**src/rtl/rfg_frame_pkg.sv**
```systemverilog
// rtl/rfg_frame_pkg.sv - shared types and constants for the RFG egress framer
package rfg_frame_pkg;

    typedef enum logic [2:0] {
        IDLE = 3'd0,
        SYNC = 3'd1,
        LEN  = 3'd2,
        PAY  = 3'd3,
        CSUM = 3'd4
    } tx_state_t;

    localparam logic [7:0] RFG_FRAME_SYNC = 8'hA5;

endpackage

```
**src/rtl/rfg_axis_tx_framer_if.sv**
```systemverilog
// rtl/rfg_axis_tx_framer_if.sv - byte-wide stream bundle used on both framer ports
interface rfg_axis_tx_framer_if;

    logic [7:0] tdata;
    logic       tvalid;
    logic       tready;
    logic       tlast;

    modport master (output tdata, output tvalid, output tlast, input  tready);
    modport slave  (input  tdata, input  tvalid, input  tlast, output tready);

endinterface

```
**src/rtl/axis_byte_fifo.sv**
```systemverilog
// rtl/axis_byte_fifo.sv - synchronous first-word-fall-through byte FIFO for frame payload
module axis_byte_fifo #(
    parameter int DEPTH = 64
) (
    input  logic       aclk,
    input  logic       aresetn,
    input  logic       wr_en,
    input  logic [7:0] wr_data,
    input  logic       rd_en,
    output logic [7:0] rd_data,
    output logic       full,
    output logic       empty
);

    localparam int AW = $clog2(DEPTH);

    logic [7:0]  mem [DEPTH];
    logic [AW:0] wr_ptr;
    logic [AW:0] rd_ptr;

    // Extra pointer bit distinguishes full from empty when the indices match.
    assign empty   = (wr_ptr == rd_ptr);
    assign full    = (wr_ptr[AW] != rd_ptr[AW]) && (wr_ptr[AW-1:0] == rd_ptr[AW-1:0]);
    assign rd_data = mem[rd_ptr[AW-1:0]];

    always_ff @(posedge aclk or negedge aresetn) begin
        if (!aresetn) begin
            wr_ptr <= '0;
            rd_ptr <= '0;
        end else begin
            if (wr_en && !full)  wr_ptr <= wr_ptr + 1'b1;
            if (rd_en && !empty) rd_ptr <= rd_ptr + 1'b1;
        end
    end

    always_ff @(posedge aclk) begin
        if (wr_en && !full) mem[wr_ptr[AW-1:0]] <= wr_data;
    end

endmodule

```
**src/rtl/rfg_axis_tx_framer.sv**
```systemverilog
// rtl/rfg_axis_tx_framer.sv - wraps protocol-engine response bytes into SYNC/LEN/payload/CSUM frames
module rfg_axis_tx_framer
    import rfg_frame_pkg::*;
#(
    parameter int         MAX_LEN   = 32,
    parameter int         DEPTH     = 64,
    parameter int         TIMEOUT   = 255,
    parameter logic [7:0] SYNC_BYTE = RFG_FRAME_SYNC
) (
    input  logic                        aclk,
    input  logic                        aresetn,
    rfg_axis_tx_framer_if.slave         s_axis,
    rfg_axis_tx_framer_if.master        m_axis,
    output logic [15:0]                 frame_count
);

    localparam int TW = (TIMEOUT > 1) ? $clog2(TIMEOUT + 1) : 1;

    tx_state_t     state_q, state_d;
    logic [7:0]    pending_q;
    logic [7:0]    len_q;
    logic [7:0]    csum_q;
    logic [7:0]    pay_cnt_q;
    logic [TW-1:0] timer_q;
    logic          close_req_q;
    logic          run_q;

    logic          buf_full, buf_empty;
    logic [7:0]    buf_rdata;
    logic          in_hs, out_hs, do_close, pop, timeout_hit, close_set;

    // run_q keeps ingress closed while reset is held and for the first cycle after release.
    assign s_axis.tready = run_q && !close_req_q && (pending_q < 8'(MAX_LEN)) && !buf_full;

    assign in_hs       = s_axis.tvalid && s_axis.tready;
    assign out_hs      = m_axis.tvalid && m_axis.tready;
    assign do_close    = (state_q == IDLE) && close_req_q;
    assign pop         = (state_q == PAY) && out_hs;
    assign timeout_hit = (TIMEOUT != 0) && (pending_q != 8'd0) && (timer_q == TW'(TIMEOUT));
    assign close_set   = (in_hs && (s_axis.tlast || (pending_q == 8'(MAX_LEN - 1)))) || timeout_hit;

    axis_byte_fifo #(.DEPTH(DEPTH)) u_payload_fifo (
        .aclk    (aclk),
        .aresetn (aresetn),
        .wr_en   (in_hs),
        .wr_data (s_axis.tdata),
        .rd_en   (pop),
        .rd_data (buf_rdata),
        .full    (buf_full),
        .empty   (buf_empty)
    );

    // Ingress accounting: pending bytes, idle timer and the close request.
    always_ff @(posedge aclk or negedge aresetn) begin
        if (!aresetn) begin
            run_q       <= 1'b0;
            pending_q   <= 8'd0;
            len_q       <= 8'd0;
            timer_q     <= '0;
            close_req_q <= 1'b0;
        end else begin
            run_q <= 1'b1;
            if (do_close) begin
                len_q       <= pending_q;
                pending_q   <= 8'd0;
                close_req_q <= 1'b0;
                timer_q     <= '0;
            end else begin
                if (in_hs)     pending_q   <= pending_q + 8'd1;
                if (close_set) close_req_q <= 1'b1;
                if (in_hs)
                    timer_q <= '0;
                else if ((pending_q != 8'd0) && (timer_q != TW'(TIMEOUT)))
                    timer_q <= timer_q + 1'b1;
            end
        end
    end

    // Egress datapath: checksum seeded with LEN, payload down-counter, frame counter.
    always_ff @(posedge aclk or negedge aresetn) begin
        if (!aresetn) begin
            csum_q      <= 8'd0;
            pay_cnt_q   <= 8'd0;
            frame_count <= 16'd0;
        end else begin
            if (do_close)
                csum_q <= pending_q;
            else if (pop)
                csum_q <= csum_q ^ buf_rdata;

            if ((state_q == LEN) && out_hs)
                pay_cnt_q <= len_q;
            else if (pop)
                pay_cnt_q <= pay_cnt_q - 8'd1;

            if ((state_q == CSUM) && out_hs)
                frame_count <= frame_count + 16'd1;
        end
    end

    always_ff @(posedge aclk or negedge aresetn) begin
        if (!aresetn) state_q <= IDLE;
        else          state_q <= state_d;
    end

    always_comb begin
        state_d = state_q;
        case (state_q)
            IDLE:    if (do_close) state_d = SYNC;
            SYNC:    if (out_hs) state_d = LEN;
            LEN:     if (out_hs) state_d = PAY;
            PAY:     if (pop && (pay_cnt_q == 8'd1)) state_d = CSUM;
            CSUM:    if (out_hs) state_d = IDLE;
            default: state_d = IDLE;
        endcase
    end

    always_comb begin
        m_axis.tvalid = 1'b0;
        m_axis.tdata  = 8'd0;
        m_axis.tlast  = 1'b0;
        case (state_q)
            SYNC: begin
                m_axis.tvalid = 1'b1;
                m_axis.tdata  = SYNC_BYTE;
            end
            LEN: begin
                m_axis.tvalid = 1'b1;
                m_axis.tdata  = len_q;
            end
            PAY: begin
                m_axis.tvalid = !buf_empty;
                m_axis.tdata  = buf_rdata;
            end
            CSUM: begin
                m_axis.tvalid = 1'b1;
                m_axis.tdata  = csum_q;
                m_axis.tlast  = 1'b1;
            end
            default: ;
        endcase
    end

endmodule

```
**src/flat_wrapper.sv**
```systemverilog
// flat-port wrapper written by rule: the top's interface ports become plain ports
module rfg_axis_tx_framer_flat import rfg_frame_pkg::*;
#(
    parameter int         MAX_LEN   = 32,
    parameter int         DEPTH     = 64,
    parameter int         TIMEOUT   = 255,
    parameter logic [7:0] SYNC_BYTE = RFG_FRAME_SYNC
)
  (aclk, aresetn, frame_count, s_axis_tdata, s_axis_tvalid, s_axis_tlast, s_axis_tready, m_axis_tdata, m_axis_tvalid, m_axis_tlast, m_axis_tready);
  rfg_axis_tx_framer_if s_axis_i ();
  rfg_axis_tx_framer_if m_axis_i ();
  input  logic aclk;
  input  logic aresetn;
  output logic [15:0] frame_count;
  input wire logic [$bits(s_axis_i.tdata)-1:0] s_axis_tdata;
  input wire logic [$bits(s_axis_i.tvalid)-1:0] s_axis_tvalid;
  input wire logic [$bits(s_axis_i.tlast)-1:0] s_axis_tlast;
  output wire logic [$bits(s_axis_i.tready)-1:0] s_axis_tready;
  output wire logic [$bits(m_axis_i.tdata)-1:0] m_axis_tdata;
  output wire logic [$bits(m_axis_i.tvalid)-1:0] m_axis_tvalid;
  output wire logic [$bits(m_axis_i.tlast)-1:0] m_axis_tlast;
  input wire logic [$bits(m_axis_i.tready)-1:0] m_axis_tready;
  assign s_axis_i.tdata = s_axis_tdata;
  assign s_axis_i.tvalid = s_axis_tvalid;
  assign s_axis_i.tlast = s_axis_tlast;
  assign s_axis_tready = s_axis_i.tready;
  assign m_axis_tdata = m_axis_i.tdata;
  assign m_axis_tvalid = m_axis_i.tvalid;
  assign m_axis_tlast = m_axis_i.tlast;
  assign m_axis_i.tready = m_axis_tready;
  rfg_axis_tx_framer #(.MAX_LEN(MAX_LEN), .DEPTH(DEPTH), .TIMEOUT(TIMEOUT), .SYNC_BYTE(SYNC_BYTE)) u_core (.aclk(aclk), .aresetn(aresetn), .s_axis(s_axis_i), .m_axis(m_axis_i), .frame_count(frame_count));
endmodule
```
**config.mk**
```make
export PLATFORM = sky130hd
export DESIGN_NAME = rfg_axis_tx_framer_flat
export DESIGN_NICKNAME = d
export VERILOG_FILES = /design/src/rtl/rfg_frame_pkg.sv /design/src/rtl/rfg_axis_tx_framer_if.sv /design/src/rtl/axis_byte_fifo.sv /design/src/rtl/rfg_axis_tx_framer.sv /design/src/flat_wrapper.sv
export SDC_FILE = /design/constraint.sdc
export NUM_CORES = 1
export LEC_CHECK = 0
export BUFFER_PORTS_ARGS = -buffer_cell sky130_fd_sc_hd__buf_2
export CORE_ASPECT_RATIO = 0.75
export CORE_UTILIZATION = 33
export DETAILED_ROUTE_END_ITERATION = 6
export PLACE_DENSITY_LB_ADDON = 0.2
export SYNTH_ARGS = -nofsm -noshare
export SYNTH_HDL_FRONTEND = slang
export SYNTH_SLANG_ARGS = --single-unit
```
**constraint.sdc**
```tcl
create_clock -name aclk -period 3.05 [get_ports aclk]
set_input_delay 0.915 -clock aclk [delete_from_list [all_inputs] [get_ports aclk]]
set_output_delay 0.915 -clock aclk [all_outputs]
set_load 0.1 [all_outputs]
```
Word level (Yosys, flattened, before mapping):

Memories as Yosys holds them, arrays and structs flattened.
Index checks and enable logic that the tools add are counted.

* register bits: 75
* bits in writable memories: 512
* word-level logic and storage cells: 88
* memories: 1

Memory list
* u_core.u_payload_fifo.mem: depth 64, bits a word 8, read ports 1, clocked after Yosys merged registers in 0, write ports 1, RTL line axis_byte_fifo.sv:17 `logic [7:0] mem [DEPTH];`

* add/sub/neg operators: 6
* $lt $le $gt $ge: 1
* equal/unequal tests: 16
* multiplexer cells: 22
* bitwise gates (word level): 1
* reduce and logical (&&, ||, !) cells: 30

Operator list (count)
* two-way mux 8 bit: 9
* one-hot mux 8 bit (4 select lines): 1
* adder 16 x 1 -> 16 bit (second input constant): 1
* adder 8 x 1 -> 8 bit (second input constant): 2
* logical AND 1 bit: 16
* two-way mux 3 bit: 5
* one-hot mux 3 bit (5 select lines): 1
* adder 7 x 1 -> 7 bit (second input constant): 2
* == test 8 x 1 -> 1 bit (second input constant): 1
* == test 8 x 5 -> 1 bit (second input constant): 1
* == test 8 bit (second input constant): 1
* less-than comparator 8 x 6 -> 1 bit (second input constant): 1
* inequality test 2 x 1 -> 1 bit (second input constant): 4
* inequality test 8 bit (second input constant): 1
* nonzero test 2 bit: 4
* nonzero test 8 bit: 1
* subtractor 8 x 1 -> 8 bit (second input constant): 1
* XOR 8 bit: 1
* == test 7 bit: 1
* == test 3 x 2 -> 1 bit (second input constant): 2
* == test 6 bit: 1
* two-way mux 1 bit: 5
* AND reduction 5 bit: 1
* == test 3 x 1 -> 1 bit (second input constant): 1
* other kinds (9): 12

Longest topological paths before layout:

Gate-level depths: netlist (run 1).

* depth in word-level cells: 9
* mapped depth: 11
* mapped depth without buffers: 7

Hierarchy:

From an unflattened synthesis (run 1), not the netlist that was laid out.

* cell total of the unflattened synthesis: 1387
* area, all modules: 24096.9 sq um

By module, submodules not included
* axis_byte_fifo: instances 1, cells each 1049, area an instance 20786.2 sq um, seq. area each 15725.1 sq um
* rfg_axis_tx_framer: instances 1, cells each 338, area an instance 3310.7 sq um, seq. area each 1526.5 sq um

Worst setup path before layout (run 1):

OpenSTA, ideal clock, no wires.

* path kind: reg2out
* start point: register u_core.u_payload_fifo.rd_ptr[0]
* end point: output m_axis_tdata[6]
* data arrival time: 3.972 ns
* required time: 2.135 ns
* slack: -1.837 ns
* cell stages (with the launch flop): 12
* buffers on the path: 5
* cell sequence: dfrtp_1 -> buf_6 -> buf_12 -> buf_12 -> buf_12 -> buf_6 -> mux2i_1 -> a22oi_1 -> o211ai_1 -> a211oi_1 -> a2bb2oi_1 -> o21ai_0

* cells in the longest elaborated chain, start to end: 2

RTL lines
* start: declaration: RTL line axis_byte_fifo.sv:19 `logic [AW:0] rd_ptr;`
* start signal: assignment: RTL line axis_byte_fifo.sv:32 `if (rd_en && !empty) rd_ptr <= rd_ptr + 1'b1;`
* memory read (64 x 8 bit)
* one-hot mux 8 bit (4 select lines): RTL line rfg_axis_tx_framer.sv:122 `case (state_q)`
* end: declaration: RTL line flat_wrapper.sv:19 `output wire logic [$bits(m_axis_i.tdata)-1:0] m_axis_tdata;`

No other way between the ends.

Final worst setup path (run 1):

* start point: register u_core.u_payload_fifo.rd_ptr[0]
* end point: output m_axis_tdata[0]

Same word-level chain as after synthesis.

==> reports/metrics.cfg, run 1 <==
[synthesis]
seq_area_frac_synth_pct = 70.9
ys_types = 80
syn_area_sq_um = 24300
async_reset_ff_share_pct = 12.8
syn_inst = 1461
synthFlopType = edfxtp_1
ys_ff_latch = 587
synth_warnings = 0
synth_fp_nets = 1482
synth_area_per_cell_sq_um = 16.6
synth_edf_count = 512

[power_and_ir_drop]
power.internal_mw = 18.0
power_switching_mw = 9.54
powerDensity_nw_per_um2 = 926
pwr-share-seq_pct = 34.2
ir_worst_vdd_mv = 0.842
clkPwrFrac_pct = 25.5
switching_share_pct = 34.6
p_comb_share_pct = 40.3
power_leakage_nw = 10.4

[timing]
finalSetupViolations = 539
min_period_ns = 4.32
finalMaxSlewViolations = 0
rsz0062_at_grt = true
setup_ws_ns = -1.27
finalClockSkew_ns = 0.0310
tns_ns = -115.49
whs_ns = 0.288
worstMarginPinSlew_ns = 1.03
maxSlewHeadroom_pct = 31.3
final.period_utilization_pct = 142
hold_viol = 0
fmax_mhz = 232

[detailed_routing]
drt-wirelength-per-cell_microns = 24.0
dr.pass1.iters = 7
drt_iter0_markers = 1297
via_count = 13900
totalWireLength_microns = 64100
ant_nets = 0
vias_per_cell = 5.18
drc = 0

[cts]
cts-root-buf = clkbuf_16
clkLatencyLatePin_ns = 0.63
clk_path_buf_depth = 3
clock-sinks = 587
cts_made_buffers = 56
clk_pin_slew_ns = 0.06
hold_buffers = 0
tritoncts = built
htreeDepth = 2

[cells_and_area]
fin_util_pct = 41.2
layout_commonest_cell = edfxtp_1
fill_cells = 6500
fin_nets = 1699
final_cell_mix = edfxtp_1 (512), buf_4 (160), mux2i_1 (112)
fin_area_sq_um = 29800
syn_to_final_growth_pct = 22.5
antenna_cells = 0
drive_gt1_share_pct = 29.5
regArea_sq_um = 17300
multi_input_area_sq_um = 7140

[worst_setup_path]
worstSetupStartpoint = u_core.u_payload_fifo.rd_ptr[0]$_DFFE_PN0P_
crit_type = reg -> out
cp_data_required_time_ns = 2.13
crit_slowest_cell = dfrtp_4
rr_startpoint = u_core.u_payload_fifo.rd_ptr[0]$_DFFE_PN0P_
reg2reg_depth = 13
worstSetupStartpointType = flip-flop
critPathArrivalTime_ns = 3.40
cp_max_fo = 6
end_kind = output pin
cp_slowest_stage_delay_ns = 0.55
path_cells = buf_8, buf_6, mux4_2, a22o_4, a211oi_2, buf_4, nor3_2, a21o_1, a221o_4, buf_12

[outcome]
outcome = finished with violations
violations = setup timing

[grt]
grt_pass1_vias = 13800
grt_max_degree = 65
grt.met3_usage_pct = 4.01
top_usage_layer = met1
grt_pass1_wl_microns = 94200
met1_usage_pct = 26.6
overflow = 0
grt_usage_pct = 17.2
grt_antenna_before_repair = 0
grtUsageMet2_pct = 24.1

[place]
placed_area_sq_um = 26900
io_buffers = 39
hpwl_microns = 43500
gp_congestion = 0.832

[die]
start_util_pct = 33.6
row_count = 85
die_h_microns = 237
ios = 40
core_sq_um = 72300
die_x_microns = 315
fp.dieArea_sq_um = 74800

[worst_hold_path]
holdCritPathClass = in -> async

[flow_run]
cap_violations = 0

==> cells in the mapped netlist (5+ instances only) <==
| cell type | instances | area, sq um |
|---|---|---|
| edfxtp_1 | 512 | 15400 |
| nor2_1 | 121 | 454 |
| mux2i_1 | 116 | 1160 |
| dfrtp_1 | 75 | 1880 |
| nand2_1 | 65 | 244 |
| mux4_2 | 62 | 1400 |
| a21oi_1 | 36 | 180 |
| a22oi_1 | 31 | 233 |
| xnor2_1 | 30 | 263 |
| clkbuf_1 | 27 | 101 |
| o21ai_0 | 24 | 120 |
| buf_6 | 21 | 236 |
| inv_1 | 21 | 78.8 |
| buf_2 | 19 | 95.1 |
| nand3_1 | 19 | 95.1 |
| o221ai_1 | 19 | 166 |
| xor2_1 | 16 | 140 |
| a211oi_1 | 15 | 113 |
| and2_1 | 13 | 81.3 |
| nor3_1 | 12 | 60.1 |
| nand4_1 | 11 | 68.8 |
| o211ai_1 | 10 | 75.1 |
| and3_1 | 9 | 56.3 |
| nor2b_1 | 9 | 56.3 |
| ha_1 | 8 | 100 |
| nor4_1 | 8 | 50.1 |
| o31ai_1 | 8 | 60.1 |
| a22o_1 | 7 | 61.3 |
| mux4_1 | 7 | 184 |
| nand3b_1 | 7 | 52.6 |
| a211oi_2 | 6 | 75.1 |
| a221o_1 | 6 | 60.1 |
| a221oi_1 | 6 | 52.6 |
| buf_1 | 6 | 22.5 |
| o2111ai_1 | 6 | 52.6 |
| a211o_1 | 5 | 43.8 |
| and3b_1 | 5 | 43.8 |
| or3_1 | 5 | 31.3 |
| or3b_2 | 5 | 43.8 |
==> registers in the layout, indices dropped and copies added, names as in the netlist <==
| name | cells |
|---|---|
| u_core.u_payload_fifo.mem | 512 |
| u_core.frame_count | 16 |
| u_core.csum_q | 8 |
| u_core.len_q | 8 |
| u_core.pay_cnt_q | 8 |
| u_core.pending_q | 8 |
| u_core.timer_q | 8 |
| u_core.u_payload_fifo.rd_ptr | 7 |
| u_core.u_payload_fifo.wr_ptr | 7 |
| u_core.state_q | 3 |
| u_core.close_req_q | 1 |
| u_core.run_q | 1 |
==> layout make-up <==
| class | count | share of cell area [%] |
|---|---|---|
| sequential | 587 | 57.9 |
| multi-input combinational | 767 | 24.0 |
| tap | 957 | 4.02 |
| inverter | 22 | 0.277 |
| clock inverter | 30 | 1.22 |
| clock buffer | 68 | 4.86 |
| timing repair buffer | 244 | 7.71 |
==> what timing repair did <==
item                       in CTS  in global routing
hold endpoints to repair        0                  0
gates cloned                    1                  0
pin swaps                      40                 13
setup endpoints to repair     367                543
gates resized for setup       122                 72
setup buffers                  21                  5
==> cell families after synthesis <==
family | count (synthesis) | synth area share, %
flip-flops | 587 | 70.9
AND/OR/NAND/NOR | 310 | 6.14
AO/OA/AOI/OAI | 211 | 6.46
multiplexers | 191 | 11.6
buffers and inverters | 107 | 2.80
XOR/XNOR | 46 | 1.66
adder cells (fa/ha/maj) | 8 | 0.412
other | 1 | 0.0154
==> power groups by stage <==
stage	logic [mW]	registers (mW)	clock network, mW
final	11.1	9.42	7.03
after global routing	11.8	9.45	7.44
after CTS	10.9	9.41	7.17
after detailed placement	9.86	9.56	0
after global placement	9.81	9.56	0
after floorplan	6.25	9.42	0
==> per-stage QoR <==
stage	power, mW	setup slack (ns)	std cells
after floorplan	15.7	-0.292	1461
after global placement	19.4	-0.829	2551
after detailed placement	19.4	-0.817	2551
after CTS	27.5	-1.30	2670
after global routing	28.7	-1.36	2675
final	27.6	-1.27	2675
==> layer usage <==
| metal | wire, microns | vias to the layer above |
|---|---|---|
| li1 | - | 6187 |
| met2 | 26900 | 401 |
| met5 | 0 | - |
| met1 | 31600 | 7180 |
| met3 | 4450 | 87 |
| met4 | 1150 | 0 |
==> critical path, delay by kind of cell (launching register included) <==
| kind | cells | cell delay (ns) |
|---|---|---|
| muxes | 1 | 0.50 |
| AOI/OAI and AO/OA | 4 | 1.04 |
| DFF | 1 | 0.55 |
| and+or+nand+nor | 1 | 0.04 |
| buffers and inverters | 4 | 0.63 |
==> path summary, 6_finish.rpt <==
check,slack (ns),end
worst max-delay path,-1.27,m_axis_tdata[0]
worst min-delay path,0.29,u_core.csum_q[1]$_DFFE_PN0P_
worst max register to register,-0.46,u_core.u_payload_fifo.mem[37][4]$_DFFE_PP_
worst min register to register,0.47,u_core.frame_count[15]$_DFFE_PN0P_
max in group asynchronous,2.11,u_core.u_payload_fifo.rd_ptr[6]$_DFFE_PN0P_
min in group aclk,0.47,u_core.frame_count[15]$_DFFE_PN0P_
No activity file was read; power rests on OpenSTA's default activity.
==> inputs of run 2 (changes only) <==
--- a/config.mk
+++ b/config.mk
@@ -5,11 +5,14 @@
 export SDC_FILE = /design/constraint.sdc
 export NUM_CORES = 1
 export LEC_CHECK = 0
+export ABC_CLOCK_PERIOD_IN_PS = 3050
 export BUFFER_PORTS_ARGS = -buffer_cell sky130_fd_sc_hd__buf_2
 export CORE_ASPECT_RATIO = 0.75
 export CORE_UTILIZATION = 33
 export DETAILED_ROUTE_END_ITERATION = 6
+export HOLD_SLACK_MARGIN = 0.15
 export PLACE_DENSITY_LB_ADDON = 0.2
+export RECOVER_POWER = 100
 export SYNTH_ARGS = -nofsm -noshare
 export SYNTH_HDL_FRONTEND = slang
 export SYNTH_SLANG_ARGS = --single-unit
==> reports/metrics.cfg, run 2 (same netlist as run 1, synthesis figures left out) <==
[outcome]
outcome = finished with violations
violations = capacitance limit, slew limit, setup timing

[timing]
worstMarginPinSlew_ns = 2.42  ; +1.40 ns
maxSlewHeadroom_pct = -61.5  ; -93 points
final.period_utilization_pct = 141  ; -0.37 points
fmax_mhz = 232  ; +0.26%
hold_viol = 0  ; unchanged
finalClockSkew_ns = 0.0315  ; +0.000534 ns
setup_ws_ns = -1.26  ; +0.0111 ns
finalSetupViolations = 555  ; +3.0%
min_period_ns = 4.31  ; -0.0111 ns
tns_ns = -181.79  ; -66.29 ns
finalMaxSlewViolations = 133  ; +133
rsz0062_at_grt = true

[cells_and_area]
multi_input_area_sq_um = 7120  ; -0.33%
fin_nets = 1699  ; unchanged
largest_reg_flops = 512  ; unchanged
fill_cells = 6524  ; +0.37%
fin_cells = 2676  ; +0.037%
syn_to_final_growth_pct = 21.7
final_cell_mix = edfxtp_1 (512), buf_4 (146), mux2i_1 (112)
layout_commonest_cell = edfxtp_1
drive_gt1_share_pct = 28.5  ; -1.0 points
regArea_sq_um = 17300  ; unchanged

[die]
die_x_microns = 315  ; unchanged
core_sq_um = 72300  ; unchanged
die_h_microns = 237  ; unchanged
row_count = 85  ; unchanged
start_util_pct = 33.6  ; unchanged
ios = 40  ; unchanged
fp.dieArea_sq_um = 74800  ; unchanged

[power_and_ir_drop]
ir_worst_vdd_mv = 0.842  ; about the same
switching_share_pct = 34.7  ; +0.094 points
powerDensity_nw_per_um2 = 927  ; about the same
power.internal_mw = 17.9  ; -0.65%
power_mw = 27.4  ; -0.51%
power_switching_mw = 9.52  ; -0.24%
power_leakage_nw = 10.2  ; -1.2%
clkPwrFrac_pct = 25.6  ; about the same
p_comb_share_pct = 40.0  ; -0.3 points
pwr-share-seq_pct = 34.3  ; about the same

[worst_hold_path]
holdCritPathClass = reg -> reg

[cts]
cts_made_buffers = 56  ; unchanged
hold_buffers = 0  ; unchanged
clk_path_buf_depth = 3  ; unchanged
tritoncts = built
htreeDepth = 2  ; unchanged
clkLatencyLatePin_ns = 0.63  ; about the same
cts-root-buf = clkbuf_16
clock-sinks = 587  ; unchanged
clk_pin_slew_ns = 0.06  ; about the same

[detailed_routing]
drt_iter0_markers = 1284  ; -1.0%
totalWireLength_microns = 64200  ; +0.13%
drc = 0  ; unchanged
vias_per_cell = 5.19  ; +0.22%
ant_nets = 0  ; unchanged
drt-wirelength-per-cell_microns = 24.0  ; about the same
dr.pass1.iters = 7  ; unchanged
via_count = 13900  ; +0.26%

[worst_setup_path]
critPathArrivalTime_ns = 3.39  ; about the same
crit_type = reg -> out
cp_data_required_time_ns = 2.13  ; about the same
cp_max_fo = 6  ; unchanged
worstSetupStartpointType = flip-flop
end_kind = output pin

[grt]
grt_max_degree = 65  ; unchanged
grt_pass1_wl_microns = 94200  ; unchanged
grt_antenna_before_repair = 0  ; unchanged
grt_pass1_vias = 13800  ; unchanged
grt_usage_pct = 17.2  ; unchanged
overflow = 0  ; unchanged

[place]
gp_congestion = 0.832  ; unchanged
io_buffers = 39  ; unchanged
post-place-cells = 2551  ; unchanged
hpwl_microns = 43500  ; unchanged

[flow_run]
cap_violations = 4  ; +4

[run 2: changes by cell type in the layout (fill, tap and decap cells not counted), moves of 2 or more]
cell      delta
buf_4       -14
clkbuf_2    +24
and2_1       -3
buf_2       -20
clkbuf_1    +15
and2_0       +3
buf_12       -5
clkbuf_4     +2
[run 2: through the flow]
step / utilization [%] / setup WS (ns) / area, sq um / hold WS [ns]
4_1_cts: 40.7 / -1.30 / 29500 / 0.278
3_3_place_gp: 37.2 / -0.829 / 26900 / 0.457
3_5_place_dp: 37.2 / -0.817 / 26900 / 0.464
5_1_grt: 40.9 / -1.36 / 29600 / 0.506
2_1_floorplan: - / -0.292 / 24500 / 0.457
6_report: 40.9 / -1.26 / 29600 / 0.478
[run 2: final timing paths]
kind	slack, ns	endpoint	cells past startpoint	from
min	0.48	u_core.frame_count[15]$_DFFE_PN0P_	1	u_core.frame_count[15]$_DFFE_PN0P_
min in group asynchronous	1.02	u_core.csum_q[1]$_DFFE_PN0P_	1	aresetn
max	-1.26	m_axis_tdata[0]	10	u_core.u_payload_fifo.rd_ptr[0]$_DFFE_PN0P_
min reg2reg	0.48	u_core.frame_count[15]$_DFFE_PN0P_	1	u_core.frame_count[15]$_DFFE_PN0P_
max in group asynchronous	0.23	u_core.u_payload_fifo.rd_ptr[6]$_DFFE_PN0P_	2	aresetn
max reg2reg	-0.53	u_core.u_payload_fifo.mem[37][4]$_DFFE_PP_	13	u_core.u_payload_fifo.rd_ptr[0]$_DFFE_PN0P_
[run 2: worst max-delay path: stages, from the launching register on]
cell      delay (ns)
dfrtp_4         0.54
buf_8           0.17
buf_6           0.11
mux4_2          0.50
a22o_4          0.28
a211oi_2        0.16
buf_4           0.17
nor3_2          0.04
a21o_1          0.20
a221o_4         0.39
buf_12          0.18
[run 2: area by class of cell]
type	instances	area share (%)
multi-input combinational	767	24.0
timing repair buffer	244	7.23
sequential	587	58.3
clock inverter	30	1.23
clock buffer	68	4.89
antenna	1	0.00845
inverter	22	0.279
tap	957	4.04
[run 2: power by group through the flow]
stage	registers [mW]	clock network [mW]	logic [mW]
after global routing	9.45	7.44	11.6
final	9.42	7.03	11.0
after global placement	9.56	0	9.81
after floorplan	9.42	0	6.25
after CTS	9.41	7.17	10.9
after detailed placement	9.56	0	9.86
[run 2: timing repair]
action | in CTS | in global routing
pin swaps | 40 | 13
buffers inserted | 21 | 5
gates resized for setup | 122 | 72
gates cloned | 1 | 0
endpoints found under the setup margin | 367 | 543
[run 2: metal layers]
metal  vias up  track usage [%]  share of wire (%)  wire (microns)
li1       6188                -                  -               -
met1      7238             26.6                 50           31900
met2       374             24.1                 42           26900
met3        91             4.01                6.6            4260
met4         0             4.17                1.9            1190
met5         -                0                  0               0
